[src/rtl/mult_display_ctrl.sv]
`default_nettype none
// ============================================================================
// Module      : mult_display_ctrl
// Description : Sequencer for the signed-multiply display path: operand
//               capture, multiplier handshake with timeout, BCD load, scroll.
// Revision    : 1.0 - initial release
// ============================================================================

module mult_display_ctrl #(
  parameter int WIDTH   = 8,
  parameter int DIGITS  = 5,
  parameter int WINDOW  = 4,
  parameter int TIMEOUT = 64,
  localparam int POS_W  = $clog2(DIGITS - WINDOW + 1)
) (
  input  logic               clk,
  input  logic               rst,
  input  logic               go,
  input  logic               scroll_left,
  input  logic               scroll_right,
  input  logic [WIDTH-1:0]   num1,
  input  logic [WIDTH-1:0]   num2,
  input  logic               mult_done,
  input  logic [2*WIDTH-1:0] product,
  output logic [WIDTH-1:0]   op_a,
  output logic [WIDTH-1:0]   op_b,
  output logic               mult_rst,
  output logic               mult_start,
  output logic               sr_load,
  output logic               sr_en,
  output logic               sr_dir,
  output logic               sign,
  output logic [POS_W-1:0]   pos,
  output logic               busy,
  output logic               err
);

  localparam int               CNT_W      = $clog2(TIMEOUT);
  localparam logic [POS_W-1:0] c_max_pos  = POS_W'(DIGITS - WINDOW);
  localparam logic [CNT_W-1:0] c_cnt_last = CNT_W'(TIMEOUT - 1);

  typedef enum logic [2:0] {
    S_IDLE, S_CAPTURE, S_START, S_WAIT_DONE,
    S_CONVERT, S_LOAD_SR, S_SHOW, S_ERROR
  } state_t;

  state_t           r_state, w_next;
  logic [CNT_W-1:0] r_cnt;
  logic [CNT_W-1:0] w_cnt_inc;
  logic             r_sign_raw;
  logic             w_scroll_l, w_scroll_r;
  logic [WIDTH-1:0] w_mag_a, w_mag_b;

  // Two's-complement negate; the most negative value wraps onto its unsigned magnitude.
  assign w_mag_a   = num1[WIDTH-1] ? (~num1 + WIDTH'(1)) : num1;
  assign w_mag_b   = num2[WIDTH-1] ? (~num2 + WIDTH'(1)) : num2;
  assign w_cnt_inc = r_cnt + CNT_W'(1);

  always_comb begin
    w_scroll_l = 1'b0;
    w_scroll_r = 1'b0;
    if (r_state == S_SHOW && !go && (scroll_left ^ scroll_right)) begin
      w_scroll_l = scroll_left  && (pos < c_max_pos);
      w_scroll_r = scroll_right && (pos != '0);
    end
  end

  always_comb begin
    w_next = r_state;
    case (r_state)
      S_IDLE:      if (go) w_next = S_CAPTURE;
      S_CAPTURE:   w_next = S_START;
      S_START:     w_next = S_WAIT_DONE;
      S_WAIT_DONE: begin
        if (mult_done)                    w_next = S_CONVERT;
        else if (w_cnt_inc == c_cnt_last) w_next = S_ERROR;
      end
      S_CONVERT:   w_next = S_LOAD_SR;
      S_LOAD_SR:   w_next = S_SHOW;
      S_SHOW:      if (go) w_next = S_CAPTURE;
      S_ERROR:     if (go) w_next = S_CAPTURE;
      default:     w_next = S_IDLE;
    endcase
  end

  assign mult_rst   = (r_state == S_CAPTURE);
  assign mult_start = (r_state == S_START) || (r_state == S_WAIT_DONE);
  assign sr_load    = (r_state == S_LOAD_SR);
  assign sr_en      = w_scroll_l | w_scroll_r;
  assign sr_dir     = w_scroll_r;
  assign busy       = !((r_state == S_IDLE) || (r_state == S_SHOW) || (r_state == S_ERROR));
  assign err        = (r_state == S_ERROR);

  always_ff @(posedge clk or negedge rst) begin
    if (!rst) begin
      r_state    <= S_IDLE;
      r_cnt      <= '0;
      r_sign_raw <= 1'b0;
      op_a       <= '0;
      op_b       <= '0;
      sign       <= 1'b0;
      pos        <= '0;
    end else begin
      r_state <= w_next;
      case (r_state)
        S_CAPTURE: begin
          op_a       <= w_mag_a;
          op_b       <= w_mag_b;
          r_sign_raw <= num1[WIDTH-1] ^ num2[WIDTH-1];
          pos        <= '0;
        end
        S_START:     r_cnt <= '0;
        S_WAIT_DONE: r_cnt <= w_cnt_inc;
        // A zero product is never shown as negative.
        S_CONVERT:   sign  <= r_sign_raw & (|product);
        S_SHOW: begin
          if (w_scroll_l)      pos <= pos + POS_W'(1);
          else if (w_scroll_r) pos <= pos - POS_W'(1);
        end
        default: ;
      endcase
    end
  end

endmodule

`default_nettype wire

[config.mk]
export PLATFORM = sky130hd
export DESIGN_NAME = mult_display_ctrl
export DESIGN_NICKNAME = d
export VERILOG_FILES = /design/src/rtl/mult_display_ctrl.sv
export SDC_FILE = /design/constraint.sdc
export NUM_CORES = 1
export LEC_CHECK = 0
export ABC_AREA = 1
export BUFFER_PORTS_ARGS = -buffer_cell sky130_fd_sc_hd__buf_2
export CAP_MARGIN = 30
export CORE_UTILIZATION = 26
export CTS_BUF_LIST = sky130_fd_sc_hd__clkbuf_8
export CTS_CLUSTER_DIAMETER = 40
export CTS_CLUSTER_SIZE = 14
export DETAILED_ROUTE_END_ITERATION = 8
export GPL_ROUTABILITY_DRIVEN = 0
export PLACE_DENSITY_LB_ADDON = 0.2
export SYNTH_ARGS = -nofsm -noshare
export SYNTH_HDL_FRONTEND = slang
export SYNTH_SLANG_ARGS = --single-unit
[constraint.sdc]
create_clock -name clk -period 1.5 [get_ports clk]
set_input_delay 0.45 -clock clk [delete_from_list [all_inputs] [get_ports clk]]
set_output_delay 0.45 -clock clk [all_outputs]
set_load 0.005 [all_outputs]
## Yosys cells after proc, flatten, opt, wreduce, memory -nomap -nowiden

Index checks and enable logic that the tools add are counted.

- Input bits: 38
- Logic and storage cells: 58
- Output and inout bits: 25
- Register bits after elaboration: 28

- Muxes and demuxes: 12
- Bitwise logic cells: 6
- Add/subtract/negate cells: 5
- Eq/ne operators: 11
- Magnitude comparators: 1
- Reductions and logical operators: 16

Operators with widths:

| kind | number |
|---|---|
| $pmux W3 S6 | 1 |
| $add A8 B1 Y8 const B | 2 |
| $mux W8 | 2 |
| $not A8 Y8 | 2 |
| $reduce_or A16 Y1 | 1 |
| $eq A3 B3 Y1 const B | 4 |
| $pmux W6 S2 | 1 |
| $mux W3 | 3 |
| $add A6 B1 Y6 const B | 1 |
| $eq A3 B2 Y1 const B | 2 |
| $eq A6 B6 Y1 const B | 1 |
| $ne A3 B3 Y1 const B | 2 |
| $logic_and A1 B1 Y1 | 4 |
| $mux W1 | 4 |
| $reduce_and A2 Y1 | 2 |
| $reduce_bool A2 Y1 | 2 |
| $eq A3 B1 Y1 const B | 1 |
| $logic_not A3 Y1 | 1 |
| $logic_or A1 B1 Y1 | 3 |
| $reduce_or A3 Y1 | 1 |
| $logic_not A1 Y1 | 2 |
| $ne A2 B1 Y1 const B | 1 |
| $pmux W1 S2 | 1 |
| $xor A1 B1 Y1 | 2 |
| other kinds (5) | 5 |

## Longest topological paths before layout

- Depth in word-level cells: 7
- Mapped depth: 10
- Mapped depth without buffers: 10

## Least setup slack after synthesis

No wires, ideal clock.

- Path type: flip-flop to output port
- From: register r_state[0]
- To: output sr_en
- Cell stages (with the launch flop): 5
- Arrival time: 0.963 ns
- Buffers on the path: 1
- Data required time: 1.050 ns
- Slack: 0.087 ns
- Cells stage by stage: dfrtp_1 buf_4 nor3_2 nand4_1 o21ai_1

- Cells in the longest elaborated chain, start to end: 5
- Elaborated cells on any way between the ends: 6
- Those cells by class: 1 x eq/ne; 2 x mux; 1 x bitwise; 2 x reduce/logical

Ends and longest elaborated chain:

| what | line | source |
|---|---|---|
| start: declaration | 47 | `state_t r_state, w_next;` |
| start signal: assignment | 104 | `r_state <= w_next;` |
| $eq A3 B3 Y1 (*) | 62 | `if (r_state == S_SHOW && !go && (scroll_left ^ scroll_right)) begin` |
| $logic_and A1 B1 Y1 (*) (2 in a row) | 62 |  |
| $mux W1 | 62 |  |
| $or A1 B1 Y1 (*) | 89 | `assign sr_en = w_scroll_l \| w_scroll_r;` |
| end: declaration | 30 | `output logic sr_en,` |

Mark *: on every way between the ends. The rest lies on a longest branch, timed or not.

## Worst setup path in the final report

Same ends and word-level chain as after synthesis.

==> impl_results.md <==
- Status: complete, but fails checks
- Failing checks: setup timing
- RSZ-0062 raised after global routing: yes
- Syn Inst Count: between 200 and 250
- Ys Warns: 0
- Final Hold Fails: 0
- FF-to-FF path depth: 9
- P_leak: about 1.3 nW
- Die area: 0.00667 mm²
- Antenna Nets Post-Route: 0
- First-pass DRT Iterations: 4
- Buf/Inv on CP: 1
- Crit path cell chain: nor3_4 -> nand4_1 -> o21ai_1 -> buf_2
- PortBufs: 62
- Via density: 4.49
- Reg-to-Reg End: op_a[7]
- Die X: 81.7 µm
- Proportion of synthesized area in mux cells: 0%
- FP Rows: 28
- Req. time, crit path: ~1.1 ns
- Slew margin rel.: 74.2%
- Clock buffer count from CTS: 3
- Initial DRC Count: 67
- Area of the multi-input gates: 883 µm²
- Pwr dens: between 1500 and 2000 mW/mm²
- DP HPWL: roughly 3100 µm
- Maximum buffer depth of the clock tree: 2
- Mapped Avg Cell Area: 7.61 µm²
- Synth Area in Simple Gates: 29.4%
- Slowest Stage Delay on Critical Path: about 0.45 ns
- Initial antenna violation count: 0
- Max Cap Viol: 0
- Post-Syn Area: ~0.0017 mm²
- Clock root buffer: clkbuf_8
- Max Transition Viols Final: 0
- Height of the die: 81.7 µm
- Post-synthesis register bit count: 28
- Critical Path Fanout Max: 3
- Area Overhead vs Synth: 46.0%
- Sw frac: 40.2%
- Largest family of logic cells by synthesized area: simple AND/OR/NAND/NOR gates
- Fin crit period: 1.84 ns
- Peak supply drop: between 0.7 and 0.8 mV
- Setup violators final: 7
- Post-Route WL: roughly 4300 µm
- All-Layer GR Usage: 12.9%
- Unique masters post-synth: 28
- Flop pwr share: 32.3%
- Sequential fraction of the synthesis area: 42.5%
- Htree depth: 1
- Worst r2r src: r_state[1]
- Crit. End Element: primary output
- Adder-cell area share of the yosys netlist: 3.03%
- Critical path class: reg -> out
- Routed len/inst: 11.3 µm
- Clk slew on worst S/H paths: 0.10 ns
- Slew @ Worst Pin: slightly below 0.4 ns
- Post-synthesis xor/xnor area fraction: 5.31%
- Final Cycle Share: 123%
- Total power: 3.91 mW
- Post-synthesis compound-gate area fraction: 11.7%
- Net count after synthesis: 259
- CTS tree: yes
- IO Pins: 63
- Clk_lat worst skew: 0.28 ns
- Slowest stage cell on the critical path: dfrtp_2
- Final nets: between 300 and 400
- First-pass GRT wire length: about 6700 µm
- Initial Util: between 20 and 30%
- FF/Latch Area: 702 µm²
- Post-route DRC: 0
- Switching Power: 1.57 mW
- Final Skew: 0.00602 ns
- Diode count: 0
- Gr ovfl total: 0
- Min-Delay Path Class: in -> async
- P_int: around 2.3 mW
- Vias in the first global route: between 1000 and 1500
- Layout fillers: 653
- Core Area: 0.00603 mm²
- R2R setup slack: 0.04 ns
- WP data arrival: 1.39 ns
- Startpoint types: flop
- Via count: 1725
- Final WS setup: -0.338 ns
- Clock Sinks: 28
- Combinational share of power: 55.4%
- Max Fclk: between 0.5 and 0.6 GHz
- Layout cells sized above 1: 39.5%
- Place WS: -0.0111 ns
- Largest net degree at the start of global routing: 29
- CP top delay family: flip-flops
- Clk pwr share: around 12%
==> metrics by stage <==
stage	utilization, %	TNS (ns)	std cells	instance area [µm²]	hold slack, ns
6_report	40.0	-1.23	384	2410	0.157
5_1_grt	40.0	-1.86	384	2410	0.194
4_1_cts	37.9	-1.26	376	2290	0.180
3_5_place_dp	35.7	-0.0111	366	2150	0.456
3_3_place_gp	35.7	0	366	2150	0.455
2_1_floorplan	-	0	217	1650	0.154
==> cells in the mapped netlist <==
library cell   n  area, µm²
nor3_2         2       20.0
nor2_2         1       6.26
nor2_4         1       11.3
a21oi_1        2       10.0
buf_6          1       11.3
o211ai_1       1       7.51
a22o_1         1       8.76
nand3_1       13       65.1
nand4_1        4       25.0
nand2_2        3       18.8
buf_4          1       7.51
o22ai_1        3       18.8
dfrtp_1       28        701
nor3_1         2       10.0
a31oi_1        1       6.26
nor4_1         4       25.0
nand2_1       63        236
xor2_1        10       87.6
inv_1         23       86.3
o21ai_1       17       85.1
o21ai_0        8       40.0
o41ai_2        1       16.3
clkbuf_1       1       3.75
buf_2          2       10.0
or2_2          3       18.8
inv_2          4       15.0
ha_1           4       50.1
nor2_1        13       48.8
==> power groups by stage <==
stage	sequential, mW	combinational (mW)	clock (mW)
after floorplan	1.28	0.999	0
after global placement	1.26	1.76	0
after detailed placement	1.27	1.75	0
after CTS	1.26	1.95	0.508
after global routing	1.30	2.45	0.531
final	1.26	2.16	0.482
==> registers in the layout (all words and copies together), names as in the netlist <==
register,count
op_a,8
op_b,8
r_cnt,6
r_state,3
pos,1
r_sign_raw,1
sign,1
==> worst max-delay path by stage <==
| stage | slack (ns) | cells past startpoint | startpoint | endpoint |
|---|---|---|---|---|
| floorplan | 0.09 | 4 | r_state[0] | sr_en |
| global placement | 0.009 | 5 | go | sr_en |
| detailed placement | -0.01 | 4 | r_state[0] | sr_en |
| CTS | -0.30 | 4 | r_state[0] | sr_en |
| global route | -0.43 | 4 | r_state[0] | sr_en |
| finish | -0.34 | 4 | r_state[0] | sr_en |
==> cells in the final DEF, fill, tap and decap left out, drive strengths merged <==
master / n
a21oi: 2
clkbuf: 4
ha: 4
or2: 3
buf: 93
xor2: 10
o41ai: 1
nor4: 4
nand3: 13
nor3: 4
nor2: 15
inv: 27
nand2: 66
a22o: 1
nand4: 4
dfrtp: 28
o22ai: 3
a31oi: 1
o211ai: 1
o21ai: 25
==> what timing repair did <==
item                                    CTS  global route
hold buffers                              0             0
endpoints found under the setup margin    7            11
pin swaps                                 4             8
gates resized for setup                  10            17
buffers inserted                          7            10
==> area by class of cell <==
| class | count | area share [%] |
|---|---|---|
| multi-input combinational | 157 | 36.7 |
| sequential | 28 | 29.1 |
| timing repair buffer | 93 | 23.6 |
| inverter | 27 | 4.41 |
| tap | 75 | 3.89 |
| clock buffer | 4 | 2.28 |
==> per-layer routing <==
metal  global-route usage, %  vias up  wire length, µm
met4                    3.51        0               37
met2                    20.6       26             2130
met1                    18.0      806             2050
li1                        -      889                -
met5                       0        -                0
met3                    1.89        4              125
==> cell families (layout without fill, tap and decap cells) <==
kind of cell,after synthesis,count (layout)
simple gates,109,109
compound gates,34,34
buf+inv,32,124
flops,28,28
xor+xnor,10,10
fa+ha+maj,4,4
No activity file was read; power rests on OpenSTA's default activity.
